**config.mk**
```make
export PLATFORM = sky130hd
export DESIGN_NAME = reset_sequencer
export DESIGN_NICKNAME = d
export VERILOG_FILES = /design/src/rtl/reset_sequencer.sv
export SDC_FILE = /design/constraint.sdc
export NUM_CORES = 1
export LEC_CHECK = 0
export CORE_MARGIN = 5
export CORE_UTILIZATION = 56
export DETAILED_ROUTE_END_ITERATION = 8
export PLACE_DENSITY = 0.76
export SLEW_MARGIN = 20
export SYNTH_ARGS = -nofsm -noshare
export SYNTH_HDL_FRONTEND = slang
export SYNTH_SLANG_ARGS = --single-unit
```
**constraint.sdc**
```tcl
create_clock -name Clock -period 2.2 [get_ports Clock]
set_input_delay 0.55 -clock Clock [delete_from_list [all_inputs] [get_ports Clock]]
set_output_delay 0.55 -clock Clock [all_outputs]
set_load 0.005 [all_outputs]
```
**src/rtl/reset_sequencer.sv**
```systemverilog
`default_nettype none
// ============================================================================
//  Module      : reset_sequencer
//  Description : Staged reset release for memory, peripheral and core domains.
//                Waits for clock lock, then releases each domain STAGE_DELAY
//                cycles apart. Lock loss, a software request or (optionally)
//                a watchdog timeout re-asserts every domain reset and records
//                the cause.
//                Optional watchdog: define KABETA_RESET_WATCHDOG_EN.
//  Revision    : 1.0  initial release
// ============================================================================
module reset_sequencer #(
    parameter int unsigned STAGE_DELAY = 16,
    parameter int unsigned SW_HOLD     = 8,
    parameter int unsigned WDT_TIMEOUT = 1048576
) (
    input  logic       Clock,
    input  logic       Reset,
    input  logic       PllLocked,
    input  logic       SwResetReq,
    input  logic       WdtKick,
    output logic       MemReset,
    output logic       PeriphReset,
    output logic       CoreReset,
    output logic       ResetDone,
    output logic [1:0] ResetCause
);

    typedef enum logic [2:0] {
        WAIT_LOCK  = 3'd0,
        REL_MEM    = 3'd1,
        REL_PERIPH = 3'd2,
        REL_CORE   = 3'd3,
        RUN        = 3'd4,
        SW_HOLD_ST = 3'd5
    } state_t;

    localparam logic [15:0] c_STAGE_LAST = 16'(STAGE_DELAY - 1);
    localparam logic [15:0] c_HOLD_LAST  = 16'(SW_HOLD - 1);

    localparam logic [1:0] c_CAUSE_POR  = 2'b00;
    localparam logic [1:0] c_CAUSE_SW   = 2'b01;
    localparam logic [1:0] c_CAUSE_LOCK = 2'b10;
    localparam logic [1:0] c_CAUSE_WDT  = 2'b11;

    state_t      r_state;
    state_t      w_state_nxt;
    logic [15:0] r_cnt;
    logic [15:0] w_cnt_nxt;
    logic [1:0]  r_cause;
    logic [1:0]  w_cause_nxt;
    logic        r_mem_rst;
    logic        r_per_rst;
    logic        r_core_rst;
    logic        r_done;
    logic        w_mem_nxt;
    logic        w_per_nxt;
    logic        w_core_nxt;
    logic        w_done_nxt;
    logic        w_lock_loss;
    logic        w_wdt_fire;

`ifdef KABETA_RESET_WATCHDOG_EN
    localparam logic [31:0] c_WDT_LAST = 32'(WDT_TIMEOUT - 1);

    logic [31:0] r_wdt;

    assign w_wdt_fire = (r_state == RUN) && !WdtKick && (r_wdt == c_WDT_LAST);

    // Watchdog counter: runs only while staying in RUN, a kick clears it
    always_ff @(posedge Clock or posedge Reset) begin
        if (Reset) begin
            r_wdt <= 32'd0;
        end else if ((r_state != RUN) || (w_state_nxt != RUN) || WdtKick) begin
            r_wdt <= 32'd0;
        end else begin
            r_wdt <= r_wdt + 32'd1;
        end
    end
`else
    logic w_unused_wdt;

    assign w_wdt_fire   = 1'b0;
    assign w_unused_wdt = WdtKick & (WDT_TIMEOUT != 0);
`endif

    // Lock loss is only meaningful once a release sequence has started
    assign w_lock_loss = (r_state != WAIT_LOCK) && !PllLocked;

    // Next-state, counter and cause selection; lock loss beats watchdog beats SW
    always_comb begin
        w_state_nxt = r_state;
        w_cnt_nxt   = r_cnt + 16'd1;
        w_cause_nxt = r_cause;
        if (w_lock_loss) begin
            w_state_nxt = WAIT_LOCK;
            w_cnt_nxt   = 16'd0;
            if (r_state == RUN) begin
                w_cause_nxt = c_CAUSE_LOCK;
            end
        end else begin
            case (r_state)
                WAIT_LOCK: begin
                    w_cnt_nxt = 16'd0;
                    if (PllLocked) begin
                        w_state_nxt = REL_MEM;
                    end
                end
                REL_MEM: begin
                    if (r_cnt == c_STAGE_LAST) begin
                        w_state_nxt = REL_PERIPH;
                        w_cnt_nxt   = 16'd0;
                    end
                end
                REL_PERIPH: begin
                    if (r_cnt == c_STAGE_LAST) begin
                        w_state_nxt = REL_CORE;
                        w_cnt_nxt   = 16'd0;
                    end
                end
                REL_CORE: begin
                    if (r_cnt == c_STAGE_LAST) begin
                        w_state_nxt = RUN;
                        w_cnt_nxt   = 16'd0;
                    end
                end
                RUN: begin
                    w_cnt_nxt = 16'd0;
                    if (w_wdt_fire) begin
                        w_state_nxt = SW_HOLD_ST;
                        w_cause_nxt = c_CAUSE_WDT;
                    end else if (SwResetReq) begin
                        w_state_nxt = SW_HOLD_ST;
                        w_cause_nxt = c_CAUSE_SW;
                    end
                end
                SW_HOLD_ST: begin
                    if (r_cnt == c_HOLD_LAST) begin
                        w_state_nxt = WAIT_LOCK;
                        w_cnt_nxt   = 16'd0;
                    end
                end
                default: begin
                    w_state_nxt = WAIT_LOCK;
                    w_cnt_nxt   = 16'd0;
                end
            endcase
        end
    end

    // Domain resets are a decode of the next state so they change on the
    // same edge as the state transition while still coming from flops
    always_comb begin
        w_mem_nxt  = 1'b1;
        w_per_nxt  = 1'b1;
        w_core_nxt = 1'b1;
        w_done_nxt = 1'b0;
        case (w_state_nxt)
            REL_PERIPH: begin
                w_mem_nxt = 1'b0;
            end
            REL_CORE: begin
                w_mem_nxt = 1'b0;
                w_per_nxt = 1'b0;
            end
            RUN: begin
                w_mem_nxt  = 1'b0;
                w_per_nxt  = 1'b0;
                w_core_nxt = 1'b0;
                w_done_nxt = 1'b1;
            end
            default: begin
                w_mem_nxt = 1'b1;
            end
        endcase
    end

    // State, stage counter and registered outputs
    always_ff @(posedge Clock or posedge Reset) begin
        if (Reset) begin
            r_state    <= WAIT_LOCK;
            r_cnt      <= 16'd0;
            r_cause    <= c_CAUSE_POR;
            r_mem_rst  <= 1'b1;
            r_per_rst  <= 1'b1;
            r_core_rst <= 1'b1;
            r_done     <= 1'b0;
        end else begin
            r_state    <= w_state_nxt;
            r_cnt      <= w_cnt_nxt;
            r_cause    <= w_cause_nxt;
            r_mem_rst  <= w_mem_nxt;
            r_per_rst  <= w_per_nxt;
            r_core_rst <= w_core_nxt;
            r_done     <= w_done_nxt;
        end
    end

    assign MemReset    = r_mem_rst;
    assign PeriphReset = r_per_rst;
    assign CoreReset   = r_core_rst;
    assign ResetDone   = r_done;
    assign ResetCause  = r_cause;

endmodule
`default_nettype wire

```
Word level (Yosys, flattened, before mapping)
Index checks and enable logic that the tools add are counted.
{"block": "word_totals", "reg_bits": 25, "out_inout_bits": 6, "wordCells": 47}
{"block": "classes", "addsub": 1, "n_eq_ne": 10, "muxes": 20, "n_reduce_logical": 9}
{"cell": "$mux 16", "count": 3}
{"cell": "$pmux 16 s2", "count": 1}
{"cell": "$mux 3", "count": 7}
{"cell": "$pmux 3 s6", "count": 1}
{"cell": "$add 16x1->16 const B", "count": 1}
{"cell": "$eq 16x3->1 const B", "count": 1}
{"cell": "$eq 16x4->1 const B", "count": 1}
{"cell": "$eq 3x2->1 const B", "count": 4}
{"cell": "$eq 3x3->1 const B", "count": 3}
{"cell": "$mux 2", "count": 4}
{"cell": "$reduce_or 3->1", "count": 2}
{"cell": "$mux 1", "count": 4}
{"cell": "$eq 3x1->1 const B", "count": 1}
{"cell": "$logic_not 3->1", "count": 1}
{"cell": "$reduce_bool 3->1", "count": 1}
{"cell": "$reduce_and 2->1", "count": 1}
{"cell": "$reduce_bool 2->1", "count": 1}
{"cell": "$reduce_or 2->1", "count": 1}
{"cell": "$logic_and 1x1->1", "count": 1}
{"cell": "$logic_not 1->1", "count": 1}

Longest topological paths before layout
Gate-level depths: netlist of the first run.
{"block": "logic_depth", "depth_word": 7, "mapped_depth": 7, "depth_no_buf": 6}

Worst setup path before layout of the first run
OpenSTA, ideal clock, no wires.
{"block": "synth_timing", "kind": "register to register", "startpoint": "register r_cnt[8]", "endpoint": "register r_done, in the netlist ResetDone", "setup_time_ns": 0.073, "arrival_ns": 1.893, "required_ns": 2.127, "setup_slack_ns": 0.234, "stages_incl_launch_ff": 6, "n_path_buf": 0, "path_cell_list": "dfrtp_1 or4_4 nor4_4 mux2i_1 and3_4 nor2b_1"}
{"block": "synth_via", "elab_chain_len": 6, "elab_cells_between_ends": 10, "cone_classes": "3 x eq/ne; 7 x mux"}
{"item": "from (decl)", "line_no": "48", "source": "logic [15:0] r_cnt;"}
{"item": "from (signal assigned)", "line_no": "190", "source": "r_cnt <= w_cnt_nxt;"}
{"item": "$eq 16x3->1 / $eq 16x4->1 (equally long branches)"}
{"item": "$mux 3, on equally long branches"}
{"item": "$pmux 3 s6 (*)", "line_no": "102", "source": "case (r_state)"}
{"item": "$mux 3 (*)", "line_no": "95", "source": "if (w_lock_loss) begin"}
{"item": "$eq 3x3->1 (*)", "line_no": "158", "source": "case (w_state_nxt)"}
{"item": "$mux 1 (*)", "line_no": "158"}
{"item": "named net w_done_nxt", "line_no": "59", "source": "logic w_done_nxt;"}
{"item": "to (signal assigned)", "line_no": "195", "source": "r_done <= w_done_nxt;"}
{"item": "to (decl)", "line_no": "55", "source": "logic r_done;"}
The timed path passes the listed nets; every way through them passes the cells marked *.
A chain may end at the register's enable or synchronous reset.

Worst setup path after layout of the first run
{"block": "layout_timing", "startpoint": "register r_cnt[12]", "endpoint": "register r_done, in the netlist ResetDone"}
Same word-level chain as after synthesis.

==> results of run 1 <==
[Yosys cell counts (all sizes together) (3+ instances only)]
cell type	count
dfrtp	22
dfstp	3
or4	3
nand3	7
xor2	9
inv	4
a21oi	3
o21ai	3
nand2b	4
nor2b	3
nand2	9
nor2	29
nand4	3
xnor2	5
[cell families (layout without fill, tap and decap cells)]
group / count (synthesis) / after routing / share of synthesized area (%)
simple gates: 68 / 68 / 30.0
flops: 25 / 25 / 48.4
xor+xnor: 14 / 14 / 9.42
compound gates: 13 / 13 / 8.17
buf+inv: 6 / 25 / 2.31
fa+ha+maj: 1 / 1 / 0.961
mux: 1 / 1 / 0.769
[state kept, by name (all words and copies together) (netlist names)]
signal	flops
r_cnt	16
r_state	3
ResetCause	2
CoreReset	1
MemReset	1
PeriphReset	1
ResetDone	1
[layout make-up]
cell class / count / area, µm² / share of cell area [%]
Inverter: 4 / 15.0 / 0.987
Clock buffer: 4 / 26.3 / 1.73
Timing Repair Buffer: 17 / 163 / 10.7
Multi-Input combinational cell: 97 / 653 / 42.9
Tap cell: 28 / 35.0 / 2.30
Sequential cell: 25 / 629 / 41.4
[metrics by stage]
stage	worst slack, ps	instance area [µm²]
after floorplan	234	1300
after global placement	135	1450
after detailed placement	68.2	1450
after CTS	38.1	1470
after global routing	-18.6	1520
final	89.7	1520
[how the worst max path moves through the flow]
stage / endpoint / cells after the start / from
finish: ResetDone / 5 / r_cnt[12]
global route: ResetDone / 5 / r_cnt[12]
CTS: ResetDone / 5 / r_cnt[8]
detailed placement: ResetDone / 5 / r_cnt[8]
global placement: ResetDone / 5 / r_cnt[8]
floorplan: ResetDone / 5 / r_cnt[8]
[power groups by stage]
stage          registers, mW  logic [mW]  clock network, mW
2_1_floorplan          0.522       0.140                  0
3_3_place_gp           0.528       0.195                  0
3_5_place_dp           0.528       0.202                  0
4_1_cts                0.520       0.203              0.212
5_1_grt                0.523       0.243              0.225
6_report               0.520       0.220              0.204
[what timing repair did]
| item | 4_1_cts | 5_1_grt |
|---|---|---|
| resized for setup | 0 | 3 |
| setup endpoints to repair | 0 | 1 |
| buffers inserted | 0 | 5 |
[routing by layer]
metal / wire, µm / GRT usage, % / up-vias
met2: 1150 / 25.3 / 15
met5: 0 / 0 / -
met4: 38 / 6.29 / 0
met1: 1030 / 19.5 / 440
met3: 107 / 4.01 / 5
li1: - / - / 473
[critical path, stage by stage (launching register included)]
cell and delay, ps:
dfrtp_1 440, or4_4 560, nor4_4 380, mux2i_2 290, and3_4 250, nor2b_1 130
==> results.json, run 1 <==
{
  "status": "finished clean",
  "synth_seq_area_share_pct": 48.4,
  "maxSlewViolCount": 0,
  "initial_core_util_pct": 58.8,
  "drive_above_1_share_pct": 23.8,
  "pwr-share-clk_pct": 21.6,
  "synth_ff_type": "dfrtp_1",
  "crit_path_start_kind": "register",
  "drt-pass1-iter-count": 4,
  "clock_sinks": 25,
  "grt_antenna_before_repair": 0,
  "drcViolationCount": 0,
  "rows": 17,
  "grt_max_degree": 16,
  "ant_nets": 0,
  "ir_worst_vdd_mv": 0.515,
  "finalSetupViolCount": 0,
  "stdcell_count": 175,
  "hold_class": "in -> async",
  "tns_ps": 0,
  "power_per_cell_area_nw_per_um2": 620,
  "r2r-start": "r_cnt[12]",
  "mostFrequentLayoutCells": "22 x dfrtp_1, 18 x nor2_1, 11 x nor2_2",
  "coreArea_um2": 2210,
  "first_global_vias": 928,
  "maxCapViolCount": 0,
  "vias": 933,
  "yosysWarnings": 0,
  "grt-ovfl-total": 0,
  "synth_top_area_share_pct": 42.3,
  "power.switching_uw": 284,
  "layout_commonest_cell": "dfrtp_1",
  "worstSetupPathType": "reg -> reg",
  "layout_min_cycle_time_ps": 2110,
  "p_seq_share_pct": 55.1,
  "num_antenna_cells": 0,
  "synthCells": 128,
  "final_nets": 154,
  "synth_area_leaders": "dfrtp_1 42%, dfstp_2 6.1%, xor2_1 6.1%, nor2_2 5.3%, nor2_1 5.2%",
  "slew_headroom_pct": 73.2,
  "internal_power_uw": 660,
  "cp_max_fo": 4,
  "cts_buffer_depth": 2,
  "netlist_area_um2": 1300,
  "clk_transition_reported_paths_ps": 130,
  "synth_top_area_cell": "dfrtp_1",
  "postCtsHoldBufs": 0,
  "grt_usage_pct": 15.5,
  "via_per_inst": 5.33,
  "ios": 11,
  "area_growth_pct": 16.9,
  "utilization_pct": 68.8,
  "cp.arrival_ps": 2370,
  "dieArea_um2": 3390,
  "clock.fmax_ghz": 0.474,
  "n_fill_cell": 186,
  "ys_async_sr_fraction_pct": 100,
  "io_buffers": 9,
  "die_h_um": 58.2,
  "dp_hpwl_um": 1710,
  "r2r_end": "ResetDone",
  "power_uw": 943,
  "die_w_um": 58.2,
  "worstSkewPairLatency_ps": 320,
  "finalWirelength_um": 2320,
  "syn-num-nets": 134,
  "cts-htree-levels": 1,
  "placedCellCount": 166,
  "reg2regPathDepth": 5,
  "gp_congestion": 0.858,
  "cts_tree": "done",
  "hold_viol": 0,
  "cts_buffers": 3,
  "synth_edf_count": 0,
  "drt_iter0_markers": 19,
  "synthDistinctLibCells": 38,
  "hold_ws_ps": 493,
  "cp_data_required_time_ps": 2460,
  "ys_seq_elements": 25,
  "syn_area_per_cell_um2": 10.2,
  "tightest_slew_ps": 398,
  "sw_frac_of_total_pct": 30.1,
  "pwr-share-comb_pct": 23.3,
  "period_share_pct": 95.9,
  "end_kind": "register",
  "p_leak_nw": 0.648,
  "fin_skew_ps": 4.83,
  "r2r_setup_slack_ps": 90,
  "wl_per_cell_um": 13.2,
  "grt_pass1_wl_um": 3990,
  "root_buffer": "clkbuf_4"
}
No activity file was read; power rests on OpenSTA's default activity.
==> inputs of run 2 (changes only) <==
GPL_TIMING_DRIVEN = 0   (was default)
HOLD_SLACK_MARGIN = 0.06   (was default)
==> run 2 against run 1 <==
  * Combinational power fell by 2%
  * Cell area is 1.4% lower
  * First-iteration DRC count down 21%
  * Clock power about the same
  * Maximum frequency rose by 1.1%
==> results.json, run 2 (same netlist as run 1, synthesis figures left out) <==
{
  "die_w_um": 58.2,
  "cp_data_required_time_ps": 2460,
  "cts_buffers": 3,
  "mostFrequentLayoutCells": "21 x dfrtp_1, 18 x nor2_1, 11 x nor2_2",
  "initial_core_util_pct": 58.8,
  "met3_usage_pct": 2.00,
  "largest_reg_flops": 16,
  "via_per_inst": 5.67,
  "rows": 17,
  "crit_end": "ResetDone",
  "p_seq_share_pct": 55.3,
  "layout_min_cycle_time_ps": 2090,
  "clock_sinks": 25,
  "internal_power_uw": 655,
  "power_per_cell_area_nw_per_um2": 626,
  "cp_cell_sequence": "or4_4 -> nor4_4 -> mux2i_2 -> and3_4 -> nor2b_1",
  "sw_frac_of_total_pct": 30.3,
  "hold_viol": 0,
  "first_global_vias": 918,
  "rsz0062_at_grt": "false",
  "hold_class": "reg -> reg",
  "cp.arrival_ps": 2340,
  "coreArea_um2": 2210,
  "drive_above_1_share_pct": 23.4,
  "dp_hpwl_um": 1680,
  "tns_ps": 0,
  "cts_buffer_depth": 2,
  "ios": 11,
  "final_nets": 152,
  "clock.fmax_ghz": 0.479,
  "cts-htree-levels": 1,
  "pwr-share-comb_pct": 22.9,
  "vias": 981,
  "worstSkewPairLatency_ps": 320,
  "drt-pass1-iter-count": 4,
  "num_antenna_cells": 0,
  "grt_antenna_before_repair": 0,
  "io_buffers": 9,
  "ant_nets": 0,
  "tightest_slew_ps": 928,
  "reg2regPathDepth": 5,
  "grt_pass1_wl_um": 3970,
  "r2r-start": "r_cnt[13]",
  "r2r_end": "ResetDone",
  "largest_register": "r_cnt",
  "gp_congestion": 0.861,
  "crit_start": "r_cnt[13]",
  "cp_max_fo": 5,
  "slew_headroom_pct": 38.1,
  "grt_usage_pct": 15.1,
  "clk_transition_reported_paths_ps": 140,
  "area_growth_pct": 15.3,
  "dieArea_um2": 3390,
  "finalSetupViolCount": 0,
  "die_h_um": 58.2,
  "status": "finished clean",
  "power.switching_uw": 284,
  "worstSetupPathType": "reg -> reg",
  "r2r_setup_slack_ps": 110,
  "pwr-share-clk_pct": 21.8,
  "layout_commonest_cell": "dfrtp_1",
  "pre_cts_ws_ps": 83.2,
  "grt_use_met2_pct": 24.2,
  "maxCapViolCount": 0,
  "drcViolationCount": 0,
  "max_stage_delay_ps": 530,
  "root_buffer": "clkbuf_4",
  "grt-ovfl-total": 0,
  "drt_iter0_markers": 15,
  "p_leak_nw": 0.632,
  "setup_ws_ps": 112,
  "period_share_pct": 94.9,
  "grt.busiest_layer": "met2",
  "met1_usage_pct": 20.3,
  "utilization_pct": 67.8,
  "finalWirelength_um": 2370,
  "wl_per_cell_um": 13.7,
  "grt_max_degree": 26,
  "end_kind": "register",
  "ir_worst_vdd_mv": 0.506,
  "cts_tree": "done",
  "crit_path_start_kind": "register",
  "fin_skew_ps": 9.45,
  "hold_depth": 1,
  "cpMaxStageDelayCell": "or4_4",
  "maxSlewViolCount": 0
}
## run 2: cell count changes in the layout (fill, tap and decap cells not counted), sizes merged
cell	delta
clkinv	+1
buf	-3
## run 2: worst max-delay path, delay by kind of cell, from the launching register on
| family | cells | cell delay [ps] |
|---|---|---|
| flops | 1 | 460 |
| mux | 1 | 270 |
| simple gates | 4 | 1280 |
## run 2: area by class of cell
cell class              count  area [µm²]
plain buffers               2        18.8
multi-input cells          97         653
clock inverters             1        5.00
fillers                   181         712
inverters                   4        15.0
clock buffers               3        22.5
flip-flops and latches     25         631
well taps                  28        35.0
repair buffers             13         120
## run 2: metrics by stage
stage / area [µm²] / cells / hold WS (ps) / total power [mW]
floorplan: 1300 / 128 / 460 / 0.663
global placement: 1430 / 165 / 461 / 0.709
detailed placement: 1430 / 165 / 473 / 0.713
finish: 1500 / 173 / 496 / 0.939
CTS: 1450 / 169 / 499 / 0.919
global route: 1500 / 173 / 529 / 0.988
## run 2: metal layers
metal | wire (µm) | part of all wire, %
met4 | 12 | 0.51
met2 | 1220 | 51
met5 | 0 | 0
met1 | 1050 | 44
met3 | 86 | 3.6
## run 2: power by group through the flow
| stage | Combinational (mW) | Clock (mW) | Sequential (mW) |
|---|---|---|---|
| after floorplan | 0.140 | 0 | 0.522 |
| after global placement | 0.182 | 0 | 0.527 |
| after detailed placement | 0.184 | 0 | 0.528 |
| after CTS | 0.186 | 0.213 | 0.520 |
| after global routing | 0.236 | 0.226 | 0.526 |
| final | 0.215 | 0.204 | 0.520 |
## run 2: worst min path at each step
| stage | startpoint | end | slack (ps) |
|---|---|---|---|
| 2_1_floorplan | r_cnt[0] | r_cnt[0] | 460 |
| 3_3_place_gp | ResetCause[1] | ResetCause[1] | 460 |
| 3_5_place_dp | ResetCause[1] | ResetCause[1] | 470 |
| 4_1_cts | r_cnt[0] | r_cnt[0] | 500 |
| 5_1_grt | r_cnt[0] | r_cnt[0] | 530 |
| 6_report | r_cnt[0] | r_cnt[0] | 500 |
## run 2: repair_timing
action	in CTS	in global routing
resized for setup	0	5
hold buffers	0	0
buffers inserted	0	4
endpoints found under the setup margin	0	11
==> inputs of run 3 (changes only) <==
ABC_CLOCK_PERIOD_IN_PS = 2200   (was default)
SKIP_CTS_REPAIR_TIMING = 1   (was default)
==> results of run 3 <==
No change in the layout: final DEF, timing and power equal those of run 2.
